--- config.mk ---
export PLATFORM = sky130hd
export DESIGN_NAME = hazard_ctrl
export DESIGN_NICKNAME = d
export VERILOG_FILES = /design/src/rtl/hazard_ctrl.sv
export SDC_FILE = /design/constraint.sdc
export NUM_CORES = 1
export LEC_CHECK = 0
export ABC_CLOCK_PERIOD_IN_PS = 2100
export CAP_MARGIN = 10
export CORE_UTILIZATION = 40
export CTS_CLUSTER_SIZE = 16
export DETAILED_ROUTE_END_ITERATION = 10
export GPL_TIMING_DRIVEN = 0
export PLACE_DENSITY_LB_ADDON = 0.12
export SETUP_SLACK_MARGIN = 0.02
export SLEW_MARGIN = 40
export SYNTH_ARGS = -nofsm -noshare
export SYNTH_HDL_FRONTEND = slang
export SYNTH_SLANG_ARGS = --single-unit
--- constraint.sdc ---
create_clock -name clk -period 2.1 [get_ports clk]
set_input_delay 0.42 -clock clk [delete_from_list [all_inputs] [get_ports clk]]
set_output_delay 0.42 -clock clk [all_outputs]
set_load 0.005 [all_outputs]
--- src/rtl/hazard_ctrl.sv ---
`default_nettype none
// +---------------------------------------------------------------------+
// | Module : hazard_ctrl                                                |
// | Desc   : RV32I 5-stage hazard controller: load-use / jalr stalls,   |
// |          taken-branch flush and EX operand forwarding selects.      |
// |          Optional perf counters enabled by macro HAZARD_PERF_EN.    |
// | Rev    : 1.0  initial release                                       |
// +---------------------------------------------------------------------+
module hazard_ctrl #(
  parameter int RFIDX_WIDTH  = 5,
  parameter int FLUSH_CYCLES = 2
) (
  input  logic                   clk,
  input  logic                   rst_n,
`ifdef HAZARD_PERF_EN
  output logic [31:0]            perf_stall_cnt,
  output logic [31:0]            perf_flush_cnt,
`endif
  input  logic                   id_valid,
  input  logic [RFIDX_WIDTH-1:0] id_rs1_index,
  input  logic [RFIDX_WIDTH-1:0] id_rs2_index,
  input  logic                   id_rs1_used,
  input  logic                   id_rs2_used,
  input  logic [RFIDX_WIDTH-1:0] id_rd_index,
  input  logic                   id_reg_write,
  input  logic                   id_mem_read,
  input  logic                   id_jalr_en,
  input  logic                   ex_bxx_taken,
  output logic                   pc_stall,
  output logic                   idex_bubble,
  output logic                   bxx_flush,
  output logic [1:0]             fwd_a_sel,
  output logic [1:0]             fwd_b_sel
);

  localparam int CNT_W = (FLUSH_CYCLES > 2) ? $clog2(FLUSH_CYCLES) : 1;
  localparam logic [CNT_W-1:0] c_CNT_INIT = (FLUSH_CYCLES > 1) ? CNT_W'(FLUSH_CYCLES - 2) : '0;
  localparam logic [0:0] c_ST_RUN   = 1'b0;
  localparam logic [0:0] c_ST_FLUSH = 1'b1;

  logic [0:0]             r_state;
  logic [CNT_W-1:0]       r_cnt;

  logic                   r_ex_v, r_ex_wr, r_ex_ld, r_ex_rs1_used, r_ex_rs2_used;
  logic [RFIDX_WIDTH-1:0] r_ex_rd, r_ex_rs1, r_ex_rs2;
  logic                   r_mem_v, r_mem_wr, r_mem_ld;
  logic [RFIDX_WIDTH-1:0] r_mem_rd;
  logic                   r_wb_v, r_wb_wr;
  logic [RFIDX_WIDTH-1:0] r_wb_rd;

  logic w_ld_use, w_jalr_haz, w_cause, w_issue;

  // x0 is hard-wired zero, so it never produces a dependency.
  function automatic logic hit(input logic v, input logic wr,
                               input logic [RFIDX_WIDTH-1:0] rd,
                               input logic [RFIDX_WIDTH-1:0] idx);
    return v & wr & (rd != '0) & (rd == idx);
  endfunction

  assign w_ld_use   = id_valid & r_ex_ld &
                      ((id_rs1_used & hit(r_ex_v, r_ex_wr, r_ex_rd, id_rs1_index)) |
                       (id_rs2_used & hit(r_ex_v, r_ex_wr, r_ex_rd, id_rs2_index)));
  assign w_jalr_haz = id_valid & id_jalr_en &
                      (hit(r_ex_v, r_ex_wr, r_ex_rd, id_rs1_index) |
                       hit(r_mem_v, r_mem_wr, r_mem_rd, id_rs1_index));
  assign w_cause    = w_ld_use | w_jalr_haz;

  assign bxx_flush   = (r_state == c_ST_FLUSH) | ex_bxx_taken;
  assign pc_stall    = w_cause & ~bxx_flush;
  assign idex_bubble = w_cause | bxx_flush;
  assign w_issue     = id_valid & ~pc_stall & ~bxx_flush;

  always_ff @(posedge clk or negedge rst_n) begin
    if (!rst_n) begin
      r_state <= c_ST_RUN;
      r_cnt   <= '0;
    end else if (r_state == c_ST_RUN) begin
      if (ex_bxx_taken && (FLUSH_CYCLES > 1)) begin
        r_state <= c_ST_FLUSH;
        r_cnt   <= c_CNT_INIT;
      end
    end else begin
      if (r_cnt == '0) r_state <= c_ST_RUN;
      else             r_cnt   <= r_cnt - CNT_W'(1);
    end
  end

  always_ff @(posedge clk or negedge rst_n) begin
    if (!rst_n) begin
      r_ex_v <= 1'b0; r_ex_wr <= 1'b0; r_ex_ld <= 1'b0;
      r_ex_rs1_used <= 1'b0; r_ex_rs2_used <= 1'b0;
      r_ex_rd <= '0; r_ex_rs1 <= '0; r_ex_rs2 <= '0;
      r_mem_v <= 1'b0; r_mem_wr <= 1'b0; r_mem_ld <= 1'b0; r_mem_rd <= '0;
      r_wb_v  <= 1'b0; r_wb_wr  <= 1'b0; r_wb_rd  <= '0;
    end else begin
      r_wb_v   <= r_mem_v;  r_wb_wr  <= r_mem_wr; r_wb_rd <= r_mem_rd;
      r_mem_v  <= r_ex_v;   r_mem_wr <= r_ex_wr;  r_mem_ld <= r_ex_ld; r_mem_rd <= r_ex_rd;
      r_ex_v        <= w_issue;
      r_ex_wr       <= id_reg_write;
      r_ex_ld       <= id_mem_read;
      r_ex_rd       <= id_rd_index;
      r_ex_rs1      <= id_rs1_index;
      r_ex_rs2      <= id_rs2_index;
      r_ex_rs1_used <= id_rs1_used;
      r_ex_rs2_used <= id_rs2_used;
    end
  end

  // A load in MEM never feeds EX directly; the load-use stall spaces it into WB.
  always_comb begin
    fwd_a_sel = 2'd0;
    fwd_b_sel = 2'd0;
    if (r_ex_v && r_ex_rs1_used) begin
      if (hit(r_mem_v & ~r_mem_ld, r_mem_wr, r_mem_rd, r_ex_rs1)) fwd_a_sel = 2'd1;
      else if (hit(r_wb_v, r_wb_wr, r_wb_rd, r_ex_rs1))           fwd_a_sel = 2'd2;
    end
    if (r_ex_v && r_ex_rs2_used) begin
      if (hit(r_mem_v & ~r_mem_ld, r_mem_wr, r_mem_rd, r_ex_rs2)) fwd_b_sel = 2'd1;
      else if (hit(r_wb_v, r_wb_wr, r_wb_rd, r_ex_rs2))           fwd_b_sel = 2'd2;
    end
  end

`ifdef HAZARD_PERF_EN
  always_ff @(posedge clk or negedge rst_n) begin
    if (!rst_n) begin
      perf_stall_cnt <= '0;
      perf_flush_cnt <= '0;
    end else begin
      if (pc_stall  && (perf_stall_cnt != 32'hFFFF_FFFF)) perf_stall_cnt <= perf_stall_cnt + 32'd1;
      if (bxx_flush && (perf_flush_cnt != 32'hFFFF_FFFF)) perf_flush_cnt <= perf_flush_cnt + 32'd1;
    end
  end
`endif

endmodule
`default_nettype wire

==> reports/results.tsv, run 1 <==
metric	value	unit
worstPathMaxFanout	2	
setup_viol	6	
num-nets-final	185	
finalCoreUtilization	0.6117	
globalplace.congestion	0.7551	
netSwitchingFraction	0.2408	
hold_start	r_mem_wr	
leakage	0.8563	nW
ff2ff_path_depth	7	
path_class	reg2out	
arrival	2.05	ns
p_int	0.001000	W
synth_top_area_cell	dfrtp_1	
post-place-ws	-0.7296	ns
die_width	61.87	microns
synthesis.nets	131	
firstDrtPassIters	5	
yosys_warnings	0	
timing.hold.ws	0.4007	ns
hold_path_end	r_wb_wr	
p_per_area	635.7	mW/mm^2
clock_power_share	0.280	
drive_gt1_frac	0.2963	
seq_area	907.1	sq um
cts_tree	done	
dp_hpwl	2213	microns
initial_core_util	0.4230	
ant_nets	0	
status	finished with violations	
maxCapViolCount	0	
reg2reg_slack	0.31	ns
numPlacedInstances	184	
syn_area	0.001434	sq mm
p_sw	0.0003174	W
start_kind	flip-flop	
ir_worst_vdd	0.4566	mV
cp.required	1.68	ns
die_h	61.87	microns
synth_mux_area_frac	0	
tightest_slew	0.3415	ns
r2r_start	r_mem_rd[1]	
synth_fa_ha_area_frac	0	
synth_simple_gate_area_share	0.1239	
worst_slack	-0.3698	ns
cts-root-buf	clkbuf_4	
path_clk_slew	0.10	ns
clock_latency	0.33	ns
nFillCells	278	
power	0.001318	W
wl_per_cell	14.80	microns
synthXorXnorAreaFrac	0.2138	
seq_power_share	0.579	
n_antenna_cell	0	
synthDistinctLibCells	19	
first_iter_violations	16	
synth_top_family_by_area	XOR/XNOR gates	
grt_pass1_wl	4919	microns
netlist_top_cells_area	dfrtp_1 (63%), xnor2_1 (12%), xor2_1 (9.2%)	
postSynthAreaPerCell	13.40	sq um
slew_headroom	0.7723	
routed_wl	3079	microns
stdcell_count	208	
r2r_end	r_ex_v	
via_count	1019	
hold_depth	0	
area_delta_synth_final	44.59	%
synthTopCellsByCount	dfrtp_1 (36), xnor2_1 (20), xor2_1 (15)	
synth_most_common_cell	dfrtp_1	
coreArea	0.003390	sq mm
fin_worst_skew	0.005494	ns
end_kind	primary output	
track_usage	0.1889	
rows	21	
worstHoldPathType	reg2reg	
grt_pass1_vias	1046	
max_freq	404.9	MHz
pin_count	31	
multiInputGateArea	620.6	sq um
clock-sinks	36	
io_buffers	30	
vias_per_cell	4.899	
netlist_instances	107	
async_flop_share	1.000	
finalMaxSlewViolations	0	
synth_edf_count	0	
grt_max_degree	25	
synth-compound-area-share	0.03141	
grt-ovfl-total	0	
cts_htree_levels	2	
period_share	1.176	
yosysTopAreaCellShare	0.6283	
synth_seq_cells	36	
drc	0	
dieArea	0.003828	sq mm
clockBufferDepth	2	
ys.flop_type	dfrtp_1	
ys_seq_area_frac	0.6283	
antenna_found_initial	0	
p_comb_frac	0.141	
hold_viol_final	0	
period_needed	2.470	ns
violations	negative setup slack	
grt_setup_unrepaired	true	
cts_buffers	5	
[kinds of logic (layout without fill, tap and decap cells)]
| logic type | after synthesis | count (layout) |
|---|---|---|
| buffers and inverters | 1 | 56 |
| and+or+nand+nor | 30 | 30 |
| AOI/OAI and AO/OA | 5 | 5 |
| xor gates and xnor gates | 35 | 35 |
| DFF | 36 | 36 |
[per-layer routing]
metal / up-vias / global-route usage / part of all wire
met5: - / 0 / 0
met4: 0 / 0.09524 / 0.016
met3: 6 / 0.05590 / 0.036
met2: 19 / 0.3226 / 0.54
met1: 510 / 0.2159 / 0.40
li1: 484 / - / -
[worst max-delay path, cell delays in order (launching register included)]
cell      delay, ns
dfrtp_2        0.42
or4_4          0.54
nor2_4         0.12
buf_6          0.11
nor4_4         0.04
o211ai_2       0.19
buf_4          0.15
a21oi_2        0.04
buf_2          0.12
[layout make-up]
type                            instances  share of cell area
Multi-Input combinational cell         70              0.2993
Clock buffer                            8             0.02836
Sequential cell                        36              0.4375
Timing Repair Buffer                   47              0.2052
Inverter                                1            0.001810
Tap cell                               46             0.02776
[worst max path at each step]
stage	start	end	slack [ns]	depth (start not counted)
final	r_mem_rd[1]	pc_stall	-0.37	8
after global routing	r_mem_rd[1]	pc_stall	-0.47	8
after CTS	r_mem_rd[1]	pc_stall	-0.37	8
after detailed placement	id_rs1_index[0]	pc_stall	-0.73	7
after global placement	id_rs2_index[3]	pc_stall	-0.70	6
after floorplan	r_mem_rd[2]	fwd_a_sel[0]	0.24	5
[cells in the final DEF (no fill, tap or decap), drive strengths merged, types with 4 or more instances in the layout]
cell type,instances
or4,4
buf,22
dfrtp,36
clkbuf,9
xor2,15
nand4,4
nor4,6
clkdlybuf4s50,19
xnor2,20
dlygate4sd2,4
nand3,6
[power by group through the flow]
stage	Combinational (W)	Clock [W]	Sequential (W)
CTS	0.000182	0.000387	0.000762
global route	0.000203	0.000415	0.000768
global placement	0.000140	0	0.000781
detailed placement	0.000147	0	0.000783
floorplan	0.0000641	0	0.000770
finish	0.000185	0.000369	0.000763
[registers in the layout, indices dropped and copies added (netlist names), 5 cells and up]
register / cells
r_ex_rd: 5
r_mem_rd: 5
r_wb_rd: 5
r_ex_rs1: 5
r_ex_rs2: 5
[through the flow]
step	cell area [sq um]	setup TNS, ns
3_3_place_gp	1792	-7.283
6_report	2073	-1.832
4_1_cts	2036	-1.838
3_5_place_dp	1814	-3.127
2_1_floorplan	1434	0
5_1_grt	2073	-2.417
[repair_timing]
item,CTS,global route
hold endpoints to repair,12,0
setup endpoints to repair,6,6
buffers inserted,14,1
gates resized for setup,41,9
pin swaps,16,11
hold buffers,1,0
Power figures use the tool's default switching activity.
==> run 2, diff against run 1 <==
Settings changed: GPL_TIMING_DRIVEN 0 to default.
==> run 2 against run 1 <==
The flow still finishes with violations (negative setup slack). Setup slack got worse by 0.0022 ns. Design area increased by 3.7%. Combinational power is 11% higher. Total power is 2.3% higher. Sequential power hardly changed. Sequential share of layout area is 1.9 points lower.
==> reports/results.tsv, run 2 (synthesis gave the netlist of run 1 again) <==
metric	value	unit	change
status	finished with violations		
violations	negative setup slack		
drive_gt1_frac	0.3275		+0.03119
grt_setup_unrepaired	true		
path_clk_slew	0.11	ns	about the same
path_class	reg2out		
fin_area	0.002151	sq mm	+3.7%
reg2reg_slack	0.32	ns	about the same
die_width	61.87	microns	unchanged
start_kind	flip-flop		
worstHoldPathType	in2reg		
hold_viol_final	0		unchanged
worst_slack	-0.3720	ns	-0.002245 ns
tightest_slew	0.4476	ns	+0.1060 ns
period_needed	2.472	ns	+0.002245 ns
maxCapViolCount	0		unchanged
crit_start	r_mem_rd[1]		
cts_htree_levels	2		unchanged
ir_worst_vdd	0.4513	mV	-1.2%
nFillCells	284		+2.2%
num-nets-final	194		+4.9%
pin_count	31		unchanged
first_iter_violations	12		-4
stdcell_count	217		+4.3%
grt-ovfl-total	0		unchanged
globalplace.congestion	0.7782		+3.1%
max_freq	404.5	MHz	about the same
firstDrtPassIters	4		-1
initial_core_util	0.4230		unchanged
track_usage	0.2008		+0.01186
fin_worst_skew	0.008971	ns	+0.003478 ns
timing.hold.ws	0.2857	ns	-0.1150 ns
cp.required	1.68	ns	about the same
r2r_start	r_mem_rd[1]		
dp_hpwl	2259	microns	+2.1%
antenna_found_initial	0		unchanged
cts-root-buf	clkbuf_4		
io_buffers	30		unchanged
final_cell_mix	dfrtp_1 (36), buf_4 (21), clkdlybuf4s50_1 (20)		
vias_per_cell	4.866		-0.67%
n_antenna_cell	0		unchanged
ant_nets	0		unchanged
leakage	0.9461	nW	+10%
final_common_cell	dfrtp_1		
clock-sinks	36		unchanged
worstPathMaxFanout	2		unchanged
cts_tree	done		
die_h	61.87	microns	unchanged
p_per_area	626.8	mW/mm^2	-1.4%
clockBufferDepth	2		unchanged
rows	21		unchanged
via_count	1056		+3.6%
finalMaxSlewViolations	0		unchanged
routed_wl	3139	microns	+1.9%
end_kind	primary output		
period_share	1.177		about the same
finalCoreUtilization	0.6346		+0.02289
cts_buffers	5		unchanged
post-place-ws	-0.7164	ns	+0.01321 ns
coreArea	0.003390	sq mm	unchanged
cts_hold_buf	0		-1
grt_pass1_vias	1063		+1.6%
numPlacedInstances	201		+9.2%
grt_pass1_wl	5188	microns	+5.5%
drc	0		unchanged
hold_start	id_rs1_index[0]		
setup_viol	6		unchanged
clock_latency	0.34	ns	about the same
wl_per_cell	14.47	microns	-2.3%
grt_max_degree	37		+48%
dieArea	0.003828	sq mm	unchanged
area_delta_synth_final	50.00	%	
arrival	2.05	ns	about the same
slew_headroom	0.7016		-0.07070
place_area	0.001927	sq mm	+6.2%
run 2: worst max-delay path: stages (launching register included):
cell and delay [ns]:
dfrtp_1 0.40, or4_4 0.55, nor2_4 0.12, buf_6 0.10, nor4_2 0.04, o211ai_2 0.20
buf_6 0.14, a21oi_4 0.04, buf_2 0.12
run 2: layer usage:
metal	track usage	up-vias	wire, microns
met1	0.2507	528	1320
met3	0.06211	4	119
met4	0.07937	0	26
met2	0.3272	23	1673
met5	0	-	0
li1	-	501	-
run 2: final timing paths:
path                            depth (start not counted)          end
min in group asynchronous                               2  r_ex_rs2[2]
worst max register to register                          7       r_ex_v
worst min-delay path                                    1  r_ex_rs1[0]
worst max-delay path                                    8     pc_stall
worst min register to register                          0      r_wb_wr
max in group asynchronous                               2  r_mem_rd[3]
run 2: final cells by class:
class	count	area, sq um	share of cell area
Clock buffer	6	51.30	0.02385
Clock inverter	2	10.01	0.004654
Inverter	1	3.754	0.001745
Multi-Input combinational cell	70	636.9	0.2961
Sequential cell	36	900.9	0.4188
Tap cell	46	57.56	0.02676
Timing Repair Buffer	56	490.5	0.2280
run 2: metrics by stage:
| step | power (W) | setup TNS (ns) |
|---|---|---|
| floorplan | 0.0008345 | 0 |
| global placement | 0.0009471 | -2.443 |
| detailed placement | 0.0009513 | -2.585 |
| CTS | 0.001351 | -1.664 |
| global route | 0.001416 | -2.428 |
| finish | 0.001348 | -1.836 |
run 2: power breakdown:
group | internal (W) | total, W | leakage, nW | switching (W)
Sequential | 0.000728 | 0.000760 | 0.425 | 0.0000311
Clock | 0.000159 | 0.000383 | 0.0380 | 0.000224
Combinational | 0.000119 | 0.000205 | 0.483 | 0.0000857
run 2: repair_timing:
action / in CTS / in global routing
endpoints found under the hold margin: 0 / 0
endpoints found under the setup margin: 6 / 6
setup buffers: 5 / 3
pin swaps: 14 / 14
resized for setup: 37 / 12
==> run 3, diff against run 2 <==
Settings changed: ABC_CLOCK_PERIOD_IN_PS 2100 to 3200.
Clock period 2.1 ns to 3.2 ns, I/O delays scaled along.
==> run 3 against run 2 <==
The run now ends clean. Clock skew grew 0.0030 ns. Routed wire length shrank 7.8%. Sequential power shrank 34%. Die area is the same. Design area shrank 11%. Utilization shrank 7.2 points. Critical path depth shrank 2. Clock-buffer cell count grew 2. Critical path type unchanged. Critical endpoint is now fwd_b_sel[1]. Largest power group unchanged.
==> reports/results.tsv, run 3 (synthesis gave the netlist of run 1 again) <==
metric	value	unit	change
place_area	0.001807	sq mm	-6.2%
ir_worst_vdd	0.2747	mV	-39%
io_buffers	30		unchanged
fin_worst_skew	0.01195	ns	+0.002980 ns
leakage	0.7531	nW	-20%
cts_hold_buf	0		unchanged
final_cell_mix	dfrtp_1 (32), clkdlybuf4s50_1 (28), xnor2_1 (20)		
drc	0		unchanged
slew_headroom	0.7092		+0.007635
cts_tree	done		
cp_cell_sequence	or4_1 -> nor2_2 -> or3_4 -> nor4_2 -> nor3_1 -> clkdlybuf4s50_1		
ant_nets	0		unchanged
cts_buffers	5		unchanged
period_share	0.9565		
n_antenna_cell	0		unchanged
grt-ovfl-total	0		unchanged
cp.required	2.56	ns	+0.88 ns
tightest_slew	0.4361	ns	-0.01145 ns
fin_area	0.001908	sq mm	-11%
wl_per_cell	15.00	microns	+3.7%
clock_latency	0.34	ns	about the same
die_width	61.87	microns	unchanged
final_common_cell	dfrtp_1		
hold_viol_final	0		unchanged
coreArea	0.003390	sq mm	unchanged
crit_start	r_mem_rd[1]		
cts_htree_levels	2		unchanged
path_clk_slew	0.11	ns	about the same
globalplace.congestion	0.7703		-1.0%
worstHoldPathType	reg2reg		
dieArea	0.003828	sq mm	unchanged
routed_wl	2895	microns	-7.8%
cts-root-buf	clkbuf_4		
clock-sinks	36		unchanged
start_kind	flip-flop		
postCtsSetupBuffers	0		-5
num-nets-final	170		-12%
arrival	2.42	ns	+0.37 ns
hold_start	r_mem_wr		
period_needed	3.061	ns	
grt_pass1_wl	4892	microns	-5.7%
end_kind	primary output		
die_h	61.87	microns	unchanged
antenna_found_initial	0		unchanged
clockBufferDepth	2		unchanged
power	0.0008517	W	-37%
area_delta_synth_final	33.07	%	
worstPathBufferInverterCount	1		-2
via_count	935		-11%
r2r_start	r_ex_rd[1]		
finalCoreUtilization	0.5629		-0.07161
rows	21		unchanged
track_usage	0.1847		-0.01605
finalMaxSlewViolations	0		unchanged
setup_viol	0		-6
cp_top_family	simple AND/OR/NAND/NOR gates		
dp_hpwl	2179	microns	-3.5%
status	complete, no violations		
grt_pass1_vias	1021		-4.0%
initial_core_util	0.4230		unchanged
worst_path_largest_cell_delay	0.55	ns	about the same
pin_count	31		unchanged
p_per_area	446.4	mW/mm^2	-29%
critical-path-slowest-cell	or4_1		
max_freq	326.7	MHz	
fin_setup_tns	0	ns	+1.836 ns
grt_setup_unrepaired	false		
grt_max_degree	37		unchanged
worstPathMaxFanout	5		+3
first_iter_violations	40		+28
maxCapViolCount	0		unchanged
vias_per_cell	4.845		-0.45%
firstDrtPassIters	2		-2
path_class	reg2out		
drive_gt1_frac	0.1429		-0.1846
==> run 3: worst paths after layout <==
kind	to	slack, ns	cells past startpoint
worst min register to register	r_wb_wr	0.40	0
min in group asynchronous	r_mem_rd[1]	0.70	2
max in group asynchronous	r_mem_rd[3]	2.16	2
worst min-delay path	r_wb_wr	0.40	0
worst max register to register	r_ex_v	1.50	5
worst max-delay path	fwd_b_sel[1]	0.14	6
==> run 3: cell type report <==
class	count	area, sq um
clock buffers	8	58.81
fillers	302	1481
inverters	1	3.754
multi-input cells	70	565.5
flip-flops and latches	36	905.9
well taps	46	57.56
repair buffers	32	316.6
==> run 3: timing repair <==
item | 4_1_cts | 5_1_grt
pin swaps | 0 | 1
endpoints found under the hold margin | 0 | 0
cloned | 0 | 0
resized for setup | 5 | 8
setup endpoints to repair | 2 | 5
==> run 3: metal layers <==
metal,wire [microns],global-route usage,vias up
met2,1406,0.2857,21
met1,1307,0.2430,453
met3,104,0.05590,8
met4,76,0.07619,0
met5,0,0,-
li1,-,-,453
==> run 3: power breakdown <==
part	switching [W]	leakage (nW)	internal (W)
clock	0.000141	0.0326	0.000108
combinational	0.0000394	0.299	0.0000581
sequential	0.0000266	0.421	0.000478
==> run 3: through the flow <==
stage | setup WS, ns | hold WS (ns) | instances
4_1_cts | 0.03395 | 0.3993 | 193
2_1_floorplan | 1.000 | 0.3444 | 107
5_1_grt | 0.02586 | 0.4039 | 193
6_report | 0.1392 | 0.3979 | 193
3_3_place_gp | -0.03809 | 0.3594 | 185
3_5_place_dp | -0.04239 | 0.3756 | 185
